## src/rtl/riscv_selfcheck_monitor_if.sv

```systemverilog
// Snoop bus between the core and the self-check monitor: register-file write port, fetch
// validity and program counter.
interface riscv_selfcheck_monitor_if #(
  parameter int unsigned XLEN = 32,
  parameter int unsigned PC_W = 32
);
  logic            rf_we;
  logic [4:0]      rf_waddr;
  logic [XLEN-1:0] rf_wdata;
  logic            instr_valid;
  logic [PC_W-1:0] pc;

  modport master (output rf_we, rf_waddr, rf_wdata, instr_valid, pc);
  modport slave  (input  rf_we, rf_waddr, rf_wdata, instr_valid, pc);
endinterface

```

## src/rtl/riscv_selfcheck_monitor.sv

```systemverilog
// Self-check monitor: scores in-program tests seen on the register-file write port.
// Optional macro SELFCHECK_STOP_ON_FAIL_EN: first failing compare ends the run and raises halt_req.
module riscv_selfcheck_monitor #(
  parameter int unsigned XLEN            = 32,
  parameter int unsigned PC_W            = 32,
  parameter int unsigned MEM_WORDS       = 256,
  parameter int unsigned TESTID_REG      = 1,
  parameter int unsigned ACTUAL_REG      = 29,
  parameter int unsigned EXPECT_REG      = 30,
  parameter int unsigned STROBE_REG      = 31,
  parameter int unsigned STROBE_VAL      = 1,
  parameter int unsigned CNT_W           = 16,
  parameter int unsigned LOG_DEPTH       = 8,
  parameter int unsigned END_IDLE_CYCLES = 4,
  parameter int unsigned TIMEOUT_CYCLES  = 100000
) (
  input  logic                      clk,
  input  logic                      reset,
  input  logic                      start,
  riscv_selfcheck_monitor_if.slave  core,
  output logic                      running,
  output logic                      done,
  output logic                      pass,
  output logic                      timeout,
  output logic [XLEN-1:0]           cur_test_id,
  output logic [CNT_W-1:0]          check_count,
  output logic [CNT_W-1:0]          fail_count,
  input  logic                      log_rd_en,
  output logic                      log_valid,
  output logic [XLEN-1:0]           log_test_id,
  output logic [CNT_W-1:0]          log_dropped
`ifdef SELFCHECK_STOP_ON_FAIL_EN
  ,
  output logic                      halt_req
`endif
);

  localparam int unsigned LogAw = $clog2(LOG_DEPTH);
  localparam int unsigned PtrW  = LogAw + 1;
  localparam int unsigned IdleW = $clog2(END_IDLE_CYCLES + 1);
  localparam int unsigned WdogW = $clog2(TIMEOUT_CYCLES + 1);
  localparam logic [IdleW-1:0] IdleLast = IdleW'(END_IDLE_CYCLES - 1);
  localparam logic [WdogW-1:0] WdogLast = WdogW'(TIMEOUT_CYCLES - 1);
  localparam logic [PC_W:0]    EndAddr  = (PC_W + 1)'(MEM_WORDS * 4);

  typedef enum logic [1:0] {StIdle, StRun, StCheck, StDone} state_e;

  state_e              state_q;
  logic [XLEN-1:0]     tid_q, act_q, exp_q;
  logic [CNT_W-1:0]    check_q, fail_q, drop_q;
  logic [IdleW-1:0]    idle_q;
  logic [WdogW-1:0]    wdog_q;
  logic                timeout_q;
  logic [PtrW-1:0]     wr_ptr_q, rd_ptr_q;
  logic [XLEN-1:0]     log_mem [LOG_DEPTH];
`ifdef SELFCHECK_STOP_ON_FAIL_EN
  logic                halt_q;
`endif

  logic active, wr_ok, trigger, idle_hit, pc_hit, wdog_hit, end_hit;
  logic mismatch, empty, full, pop, push;

  function automatic logic [CNT_W-1:0] sat_inc(input logic [CNT_W-1:0] v);
    return (v == '1) ? v : v + CNT_W'(1);
  endfunction

  always_comb begin
    active   = (state_q == StRun) || (state_q == StCheck);
    // Address 0 is never a valid target, whatever the register parameters say.
    wr_ok    = core.rf_we && (core.rf_waddr != 5'd0);
    trigger  = active && wr_ok && (core.rf_waddr == 5'(STROBE_REG))
               && (core.rf_wdata == XLEN'(STROBE_VAL));
    idle_hit = !core.instr_valid && (idle_q >= IdleLast);
    pc_hit   = {1'b0, core.pc} >= EndAddr;
    wdog_hit = wdog_q >= WdogLast;
    end_hit  = idle_hit || pc_hit || wdog_hit;
    mismatch = (state_q == StCheck) && (act_q != exp_q);
    empty    = (wr_ptr_q == rd_ptr_q);
    full     = ((wr_ptr_q - rd_ptr_q) == PtrW'(LOG_DEPTH));
    pop      = log_rd_en && !empty;
    push     = mismatch && (!full || pop);
  end

  always_ff @(posedge clk or negedge reset) begin
    if (!reset) begin
      state_q   <= StIdle;
      tid_q     <= '0;
      act_q     <= '0;
      exp_q     <= '0;
      check_q   <= '0;
      fail_q    <= '0;
      drop_q    <= '0;
      idle_q    <= '0;
      wdog_q    <= '0;
      timeout_q <= 1'b0;
      wr_ptr_q  <= '0;
      rd_ptr_q  <= '0;
`ifdef SELFCHECK_STOP_ON_FAIL_EN
      halt_q    <= 1'b0;
`endif
    end else begin
      if (pop)  rd_ptr_q <= rd_ptr_q + PtrW'(1);
      if (push) wr_ptr_q <= wr_ptr_q + PtrW'(1);
      unique case (state_q)
        StIdle, StDone: begin
          if (start) begin
            state_q   <= StRun;
            tid_q     <= '0;
            act_q     <= '0;
            exp_q     <= '0;
            check_q   <= '0;
            fail_q    <= '0;
            drop_q    <= '0;
            idle_q    <= '0;
            wdog_q    <= '0;
            timeout_q <= 1'b0;
            wr_ptr_q  <= '0;
            rd_ptr_q  <= '0;
`ifdef SELFCHECK_STOP_ON_FAIL_EN
            halt_q    <= 1'b0;
`endif
          end
        end
        StRun, StCheck: begin
          if (wr_ok && core.rf_waddr == 5'(TESTID_REG)) tid_q <= core.rf_wdata;
          if (wr_ok && core.rf_waddr == 5'(ACTUAL_REG)) act_q <= core.rf_wdata;
          if (wr_ok && core.rf_waddr == 5'(EXPECT_REG)) exp_q <= core.rf_wdata;
          if (core.instr_valid)    idle_q <= '0;
          else if (idle_q < IdleLast) idle_q <= idle_q + IdleW'(1);
          if (wdog_q < WdogLast) wdog_q <= wdog_q + WdogW'(1);
          // Every CHECK cycle compares the shadows as they stood before this edge.
          if (state_q == StCheck) begin
            check_q <= sat_inc(check_q);
            if (mismatch)          fail_q <= sat_inc(fail_q);
            if (mismatch && !push) drop_q <= sat_inc(drop_q);
          end
`ifdef SELFCHECK_STOP_ON_FAIL_EN
          if (mismatch) begin
            state_q <= StDone;
            halt_q  <= 1'b1;
          end else
`endif
          if (trigger) begin
            state_q <= StCheck;
          end else if (end_hit) begin
            state_q <= StDone;
            if (wdog_hit) timeout_q <= 1'b1;
          end else begin
            state_q <= StRun;
          end
        end
        default: state_q <= StIdle;
      endcase
    end
  end

  // Log storage carries no reset; the pointers alone define what is valid.
  always_ff @(posedge clk) begin
    if (push) log_mem[wr_ptr_q[LogAw-1:0]] <= tid_q;
  end

  always_comb begin
    running     = active;
    done        = (state_q == StDone);
    pass        = done && (fail_q == '0) && (check_q != '0) && !timeout_q;
    timeout     = timeout_q;
    cur_test_id = tid_q;
    check_count = check_q;
    fail_count  = fail_q;
    log_dropped = drop_q;
    log_valid   = !empty;
    log_test_id = empty ? '0 : log_mem[rd_ptr_q[LogAw-1:0]];
`ifdef SELFCHECK_STOP_ON_FAIL_EN
    halt_req    = halt_q;
`endif
  end

endmodule

```

## src/flat_wrapper.sv

```systemverilog
// flat-port wrapper written by rule: the top's interface ports become plain ports
module riscv_selfcheck_monitor_flat 
#(
  parameter int unsigned XLEN            = 32,
  parameter int unsigned PC_W            = 32,
  parameter int unsigned MEM_WORDS       = 256,
  parameter int unsigned TESTID_REG      = 1,
  parameter int unsigned ACTUAL_REG      = 29,
  parameter int unsigned EXPECT_REG      = 30,
  parameter int unsigned STROBE_REG      = 31,
  parameter int unsigned STROBE_VAL      = 1,
  parameter int unsigned CNT_W           = 16,
  parameter int unsigned LOG_DEPTH       = 8,
  parameter int unsigned END_IDLE_CYCLES = 4,
  parameter int unsigned TIMEOUT_CYCLES  = 100000
)
  (clk, reset, start, running, done, pass, timeout, cur_test_id, check_count, fail_count, log_rd_en, log_valid, log_test_id, log_dropped, core_rf_we, core_rf_waddr, core_rf_wdata, core_instr_valid, core_pc);
  riscv_selfcheck_monitor_if #(.XLEN(XLEN), .PC_W(PC_W)) core_i ();
  input  logic clk;
  input  logic reset;
  input  logic start;
  output logic running;
  output logic done;
  output logic pass;
  output logic timeout;
  output logic [XLEN-1:0] cur_test_id;
  output logic [CNT_W-1:0] check_count;
  output logic [CNT_W-1:0] fail_count;
  input  logic log_rd_en;
  output logic log_valid;
  output logic [XLEN-1:0] log_test_id;
  output logic [CNT_W-1:0] log_dropped;
  input wire logic [$bits(core_i.rf_we)-1:0] core_rf_we;
  input wire logic [$bits(core_i.rf_waddr)-1:0] core_rf_waddr;
  input wire logic [$bits(core_i.rf_wdata)-1:0] core_rf_wdata;
  input wire logic [$bits(core_i.instr_valid)-1:0] core_instr_valid;
  input wire logic [$bits(core_i.pc)-1:0] core_pc;
  assign core_i.rf_we = core_rf_we;
  assign core_i.rf_waddr = core_rf_waddr;
  assign core_i.rf_wdata = core_rf_wdata;
  assign core_i.instr_valid = core_instr_valid;
  assign core_i.pc = core_pc;
  riscv_selfcheck_monitor #(.XLEN(XLEN), .PC_W(PC_W), .MEM_WORDS(MEM_WORDS), .TESTID_REG(TESTID_REG), .ACTUAL_REG(ACTUAL_REG), .EXPECT_REG(EXPECT_REG), .STROBE_REG(STROBE_REG), .STROBE_VAL(STROBE_VAL), .CNT_W(CNT_W), .LOG_DEPTH(LOG_DEPTH), .END_IDLE_CYCLES(END_IDLE_CYCLES), .TIMEOUT_CYCLES(TIMEOUT_CYCLES)) u_core (.clk(clk), .reset(reset), .start(start), .core(core_i), .running(running), .done(done), .pass(pass), .timeout(timeout), .cur_test_id(cur_test_id), .check_count(check_count), .fail_count(fail_count), .log_rd_en(log_rd_en), .log_valid(log_valid), .log_test_id(log_test_id), .log_dropped(log_dropped));
endmodule
```

## config.mk

```make
export PLATFORM = sky130hd
export DESIGN_NAME = riscv_selfcheck_monitor_flat
export DESIGN_NICKNAME = d
export VERILOG_FILES = /design/src/rtl/riscv_selfcheck_monitor_if.sv /design/src/rtl/riscv_selfcheck_monitor.sv /design/src/flat_wrapper.sv
export SDC_FILE = /design/constraint.sdc
export NUM_CORES = 1
export LEC_CHECK = 0
export BUFFER_PORTS_ARGS = -buffer_cell sky130_fd_sc_hd__buf_2
export CAP_MARGIN = 10
export CORE_AREA = 4 4 199 201
export CTS_CLUSTER_DIAMETER = 150
export DETAILED_ROUTE_END_ITERATION = 12
export DIE_AREA = 0 0 203 205
export PLACE_DENSITY = 0.69
export SLEW_MARGIN = 25
export SYNTH_ARGS = -nofsm -noshare
export SYNTH_HDL_FRONTEND = slang
export SYNTH_SLANG_ARGS = --single-unit
```

## constraint.sdc

```tcl
create_clock -name clk -period 8.5 [get_ports clk]
set_input_delay 1.7 -clock clk [delete_from_list [all_inputs] [get_ports clk]]
set_output_delay 1.7 -clock clk [all_outputs]
set_load 0.03 [all_outputs]
```

# Yosys cells after proc, flatten, opt, wreduce, memory -nomap -nowiden
# Memories as Yosys holds them, arrays and structs flattened.
# Cells that the tools add are included.
# totals
regBits	175
ram_bits	256
in_bits	75
wordCells	138
memories	1
# memory_table
name	words	width	rd	rd_clocked_by_memory_dff	wr	line	source
u_core.log_mem	8	32	1	0	1	riscv_selfcheck_monitor.sv:55	logic [XLEN-1:0] log_mem [LOG_DEPTH];
# classes
addsub	8
n_lt_le_gt_ge	5
eq_ne	29
mux	44
n_reduce_logical	39
# ops
op	n
$pmux 32 s2	3
$mux 32	5
$mux 16	9
$pmux 16 s2	3
$add 16x1->16 const B	3
$eq 16x16->1 const B	3
$mux 17	2
$pmux 17 s2	1
$eq 32x1->1 const B	1
$ge 32x11->1 const B	1
$ne 32x32->1	1
$mux 4	6
$ne 2x1->1 const B	9
$add 17x1->17 const B	1
$ge 17x17->1 const B	1
$lt 17x17->1 const B	1
$logic_not 16->1	1
$reduce_bool 16->1	1
$eq 5x5->1 const B	3
$logic_and 1x1->1	15
$reduce_and 4->1	3
$ne 2x2->1 const B	5
$reduce_and 2->1	5
$mux 3	3
22 further kinds	39

# Logic depth before layout (Yosys ltp)
# depth
ltp_word	10
mapped_depth	14
ltp_nobuf	8

# Worst setup path before layout
# No wires, ideal clock.
# synth_path
path_kind	reg-to-reg
startpoint	register u_core.rd_ptr_q[1]
endpoint	memory u_core.log_mem[1][0] (enable)
setup_time_ns	0.513
t_arrival_ns	5.771
required_ns	7.987
path_slack_ns	2.216
path_stages_with_launch	13
period_less_slack_ns	6.284
path_cell_list	dfrtp_1 clkbuf_1 buf_1 inv_1 ha_1 and4_1 buf_4 inv_2 and2_4 buf_6 o41ai_1 nor2_1 nor4b_1
# synth_between
elab_chain_cells	7
# synth_lines
element	line	source
from (decl)	riscv_selfcheck_monitor.sv:54	logic [PtrW-1:0] wr_ptr_q, rd_ptr_q;
from (signal assigned)	riscv_selfcheck_monitor.sv:102	if (pop) rd_ptr_q <= rd_ptr_q + PtrW'(1);
$eq 4x4->1	riscv_selfcheck_monitor.sv:78	empty = (wr_ptr_q == rd_ptr_q);
$logic_not 1->1	n/a	
via log_valid	flat_wrapper.sv:30	output logic log_valid;
$logic_and 1x1->1	riscv_selfcheck_monitor.sv:80	pop = log_rd_en && !empty;
$logic_or 1x1->1	riscv_selfcheck_monitor.sv:81	push = mismatch && (!full || pop);
$logic_and 1x1->1	riscv_selfcheck_monitor.sv:81	
$mux 1	riscv_selfcheck_monitor.sv:159	if (push) log_mem[wr_ptr_q[LogAw-1:0]] <= tid_q;
$mux 1 (not written as such)	riscv_selfcheck_monitor.sv:159	
to (decl)	riscv_selfcheck_monitor.sv:55	
# The timed path passes the listed nets, and every way through them passes these cells.

# Final worst setup path
# layout_path
startpoint	register u_core.rd_ptr_q[1]
endpoint	output port log_test_id[24]
# layout_between
elab_chain_cells	2
# layout_lines
element	line	source
$mem_v2 8x32 or $eq 4x4->1 (tied branches)	n/a	
$mux 32 (*)	riscv_selfcheck_monitor.sv:172	log_test_id = empty ? '0 : log_mem[rd_ptr_q[LogAw-1:0]];
to (decl)	flat_wrapper.sv:31	output logic [XLEN-1:0] log_test_id;
# Every way passes the cells marked *; elsewhere a longest branch is shown, timed or not.

==> flow_results.org <==
** STA
- Setup repair after global routing missed its margin :: false
- Timing would allow up to 0.200 GHz.
- On the final layout, the worst hold slack is 0.518 ns.
- Final clock period utilization by the worst path :: 58.8%
- Final worst slack :: 3.50 ns
- At the pin with the least slew margin, the transition time is 0.952 ns.
- The max-slew violation total from the final report is 0.
- In this run the tightest slew margin relative to its limit is 36.5%.
- Worst-case clock skew :: 0.0260 ns
- Min Tclk post-route :: 5.00 ns
- The number of failing hold endpoints at the final stage came to 0.
- In the final timing run, aggregate negative setup slack is 0 ns.
- Count of final setup violators :: 0

** Placement
- Including well taps, the total number of placed cells is 2043.
- Routability-driven placement finished with a final weighted congestion of 0.827.
- Post-placement setup slack :: 4.08 ns
- Once detailed placement completed, the half-perimeter wirelength came to 27.3 mm.
- Buffers placed on the I/O ports in this run total 181.

** Layout
- Net count, final :: 1669
- The count of cells in the finished layout, fillers not included, comes to 2125.
- Cells with a size suffix above 1 make up 22.2% of the layout.
- Synthesis-to-layout area growth :: 15.7%
- Filler cells :: 3019

** Synthesis
- Proportion of register bits with asynchronous set or reset after synthesis :: 40.6%
- Area share of the largest cell type after synthesis :: 41.3%
- Of the post-synthesis cell area, the part taken by muxes is 8.20%.
- Top post-synthesis cells by area :: sky130_fd_sc_hd__edfxtp_1, sky130_fd_sc_hd__dfrtp_1, sky130_fd_sc_hd__mux4_2, sky130_fd_sc_hd__nand3_1, sky130_fd_sc_hd__o21ai_0
- For this run, the number of Yosys warnings is 0.
- Dominant synthesized flop cell :: sky130_fd_sc_hd__edfxtp_1
- Share of synthesized area occupied by flip-flops and latches :: 64.8%
- Largest family of logic cells by synthesized area :: simple AND/OR/NAND/NOR gates
- Synthesized-area fraction occupied by ao, oa, aoi and oai cells :: 8.46%
- Of the total synthesized cell area, the portion taken by AND, OR, NAND and NOR gates is 12.8%.
- Dividing the synthesized area by the synthesized cell count gives 13.1 um2.
- Synth top cells by count :: sky130_fd_sc_hd__edfxtp_1, sky130_fd_sc_hd__dfrtp_1, sky130_fd_sc_hd__nand2_1
- Post-Synth XOR/XNOR Area :: 2.26%
- Synthesis handed over a netlist of 1420 instances.
- Counting every net in the synthesized netlist gives 1511.
- Yosys mapped the design onto 60 distinct sky130hd cell types.
- Seq cells post-synth :: 431
- Number of enable flip-flop cells after synthesis :: 256
- sky130_fd_sc_hd__edfxtp_1 takes more of the synthesized area than any other cell.
- In the post-synthesis netlist, the cell with the most instances is sky130_fd_sc_hd__edfxtp_1.
- Combined area of all synthesized cells :: 18600 um2
- The synthesized netlist devotes 1.07% of its cell area to adder and majority cells.

** Global routing
- Global-route usage over all layers :: 21.4%
- Entering global routing, the biggest net connects 106 pins.
- Congestion Overflow GR :: 0
- Via count of the first global-routing pass :: 12.2k
- The first global-routing pass estimated 69.8 mm of wire.
- The number of antenna violations at the first check in global routing came to 5.

** CTS
- At the later pin of the worst-skew pair, clock insertion delay measures 0.58 ns.
- TritonCTS buffer count :: 44
- Hold repair after CTS inserted 0 buffers.
- The H-tree was split into 2 levels.
- Clock Pin Slew Worst Setup and Hold Paths :: 0.06 ns
- The clock drives 431 sinks.
- TritonCTS built the clock tree.
- Number of buffers between clock root and the deepest sink :: 3
- Setup repair bufs after CTS :: 0
- The cell sitting at the root of the clock tree is a sky130_fd_sc_hd__clkbuf_16.
- The number of gates resized after CTS was 0.

** Routing
- DRC violations left :: 0
- In the final routed layout, each cell accounts on average for 20.9 um.
- Initial detailed-routing violation count :: 1053
- The routed design has 44.5 mm of wire.
- Total via count in the routed design :: 12.4k
- In the routed layout, each cell is associated on average with a via count of 5.86.
- Number of nets still failing antenna checks after routing :: 0
- DRT Pass-1 Iters :: 5

** Flow run
- Max cap viols :: 0

** Pwr
- LEAKAGE :: 8.01 nW
- Internal Dissipation :: 3.98 mW
- Max VDD drop :: 0.200 mV
- Sequential share of power :: 40.0%
- Clock group share of total power :: 32.3%
- Comb pwr share :: 27.6%
- Net Sw Power :: 2.13 mW
- In this run switching power makes up 34.9% of total power.
- Power density relative to cell area :: 283 nW/um2

** Die
- Initial standard-cell utilization of the core :: 49.6%
- Number of top-level pins :: 192
- In this run the core area contains 71 standard-cell rows.
- Chip height :: 205 um
- The floorplan step defined a die boundary enclosing 41600 um2.
- Measured along the x axis, the die boundary spans 203 um.
- Core ar. :: 37600 um2

** Setup path
- Required arrival time at the worst endpoint :: 6.80 ns
- CP cell instances :: buf_4 > inv_1 > ha_1 > and4_1 > buf_4 > a21oi_1 > buf_2
- Most prevalent standard cell on the critical path :: sky130_fd_sc_hd__buf_4
- Start-to-end type of the worst setup path :: reg2out
- The largest single stage delay on the critical path is 0.72 ns.
- STA classifies the critical path endpoint as an output port.
- In this run the worst path has a maximum fanout of 67.
- Slowest cell on the critical path :: sky130_fd_sc_hd__buf_4
- Critical path startpoint category :: flop
- Data arrives at the worst endpoint at 3.30 ns.

** Outcome
- The flow ran to the end, and the final reports show no timing, DRC or antenna violations.

** Hold path
- The min-delay analysis places its worst path in the category reg2reg.
power groups by stage:
stage          Combinational, mW  Sequential [mW]  Clock [mW]
5_1_grt                     1.83             2.47        2.10
3_5_place_dp                1.70             2.48           0
3_3_place_gp                1.68             2.48           0
6_report                    1.69             2.45        1.97
2_1_floorplan               1.12             2.54           0
4_1_cts                     1.70             2.44        2.01
final timing paths:
check | startpoint | endpoint | slack [ns] | cells past startpoint
min | u_core.exp_q[31] | u_core.exp_q[31] | 0.52 | 2
max in group asynchronous | reset | u_core.act_q[14] | 5.47 | 3
max | u_core.rd_ptr_q[1] | log_test_id[24] | 3.50 | 7
max reg2reg | u_core.rd_ptr_q[1] | u_core.log_dropped[4] | 4.17 | 11
min reg2reg | u_core.exp_q[31] | u_core.exp_q[31] | 0.52 | 2
min in group asynchronous | reset | u_core.fail_count[1] | 1.11 | 1
area by class of cell:
class                           count  area [um2]  share of cell area (%)
Clock buffer                       73        1340                    6.23
Timing Repair Buffer              201        1080                    5.02
Clock inverter                      8         155                   0.720
Tap cell                          511         639                    2.97
Sequential cell                   431       12100                    56.0
Multi-Input combinational cell    877        6180                    28.7
Antenna cell                        1        2.50                  0.0116
Inverter                           23        86.3                   0.400
flip-flops by register name, summed over array words and instances, names as in the netlist:
register,count
u_core.state_q,2
u_core.act_q,32
u_core.rd_ptr_q,4
u_core.exp_q,32
u_core.fail_count,16
u_core.wdog_q,17
u_core.check_count,16
u_core.timeout,1
u_core.log_dropped,16
u_core.idle_q,3
u_core.log_mem,256
u_core.cur_test_id,32
u_core.wr_ptr_q,4
worst max-delay path, delay by kind of cell (launching register included):
kind,cells,cell delay (ns)
adders and majority gates,1,0.37
AOI/OAI and AO/OA,1,0.36
buffers and inverters,4,1.45
DFF,1,0.34
and+or+nand+nor,1,0.19
cells by family (layout without fill, tap and decap cells):
family,Yosys count,after routing
buffers and inverters,112,305
flip-flops,431,431
multiplexers,72,72
adder cells (fa/ha/maj),16,16
AO/OA/AOI/OAI,262,262
XOR/XNOR,48,48
other,0,1
AND/OR/NAND/NOR,479,479
metrics by stage:
stage	cell area (um2)	utilization, %	power [mW]
global route	21600	57.4	6.39
floorplan	18600	-	3.66
CTS	21500	57.3	6.16
detailed placement	20000	53.4	4.18
finish	21600	57.4	6.11
global placement	20000	53.3	4.15
metal layers:
layer  vias up  global-route usage, %  share of wire [%]
met5         -                      0              0.090
met1      6261                   30.8                 43
met2       414                   33.6                 47
li1       5704                      -                  -
met3        62                   4.18                7.1
met4         8                   6.23                2.2
placed cells by master (no fill, tap or decap), types with 4 or more instances in the layout:
master                      count
sky130_fd_sc_hd__dfrtp_1      173
sky130_fd_sc_hd__nor3_1        21
sky130_fd_sc_hd__o31ai_1       21
sky130_fd_sc_hd__ha_1          16
sky130_fd_sc_hd__clkbuf_16     46
sky130_fd_sc_hd__xor2_1        39
sky130_fd_sc_hd__clkbuf_8       9
sky130_fd_sc_hd__and4_1         4
sky130_fd_sc_hd__o41ai_1        5
sky130_fd_sc_hd__and3_1        13
sky130_fd_sc_hd__o211ai_1      13
sky130_fd_sc_hd__nor2_1        36
sky130_fd_sc_hd__mux4_2        64
sky130_fd_sc_hd__buf_4         19
sky130_fd_sc_hd__or4_1          8
sky130_fd_sc_hd__nor4_1        31
sky130_fd_sc_hd__clkbuf_1      18
sky130_fd_sc_hd__edfxtp_1     256
sky130_fd_sc_hd__or2_2          7
sky130_fd_sc_hd__or3_1         17
sky130_fd_sc_hd__a221o_1        7
sky130_fd_sc_hd__inv_1         20
sky130_fd_sc_hd__buf_2        180
sky130_fd_sc_hd__a22o_1        10
sky130_fd_sc_hd__nand4_1       18
sky130_fd_sc_hd__nand3_1      131
sky130_fd_sc_hd__o21ai_0      126
sky130_fd_sc_hd__a21oi_1       56
sky130_fd_sc_hd__nand2b_1       5
sky130_fd_sc_hd__nor4b_1        6
sky130_fd_sc_hd__nor2b_1        7
sky130_fd_sc_hd__nand2_1      153
sky130_fd_sc_hd__xnor2_1        9
No activity file was read; power rests on OpenSTA's default activity.
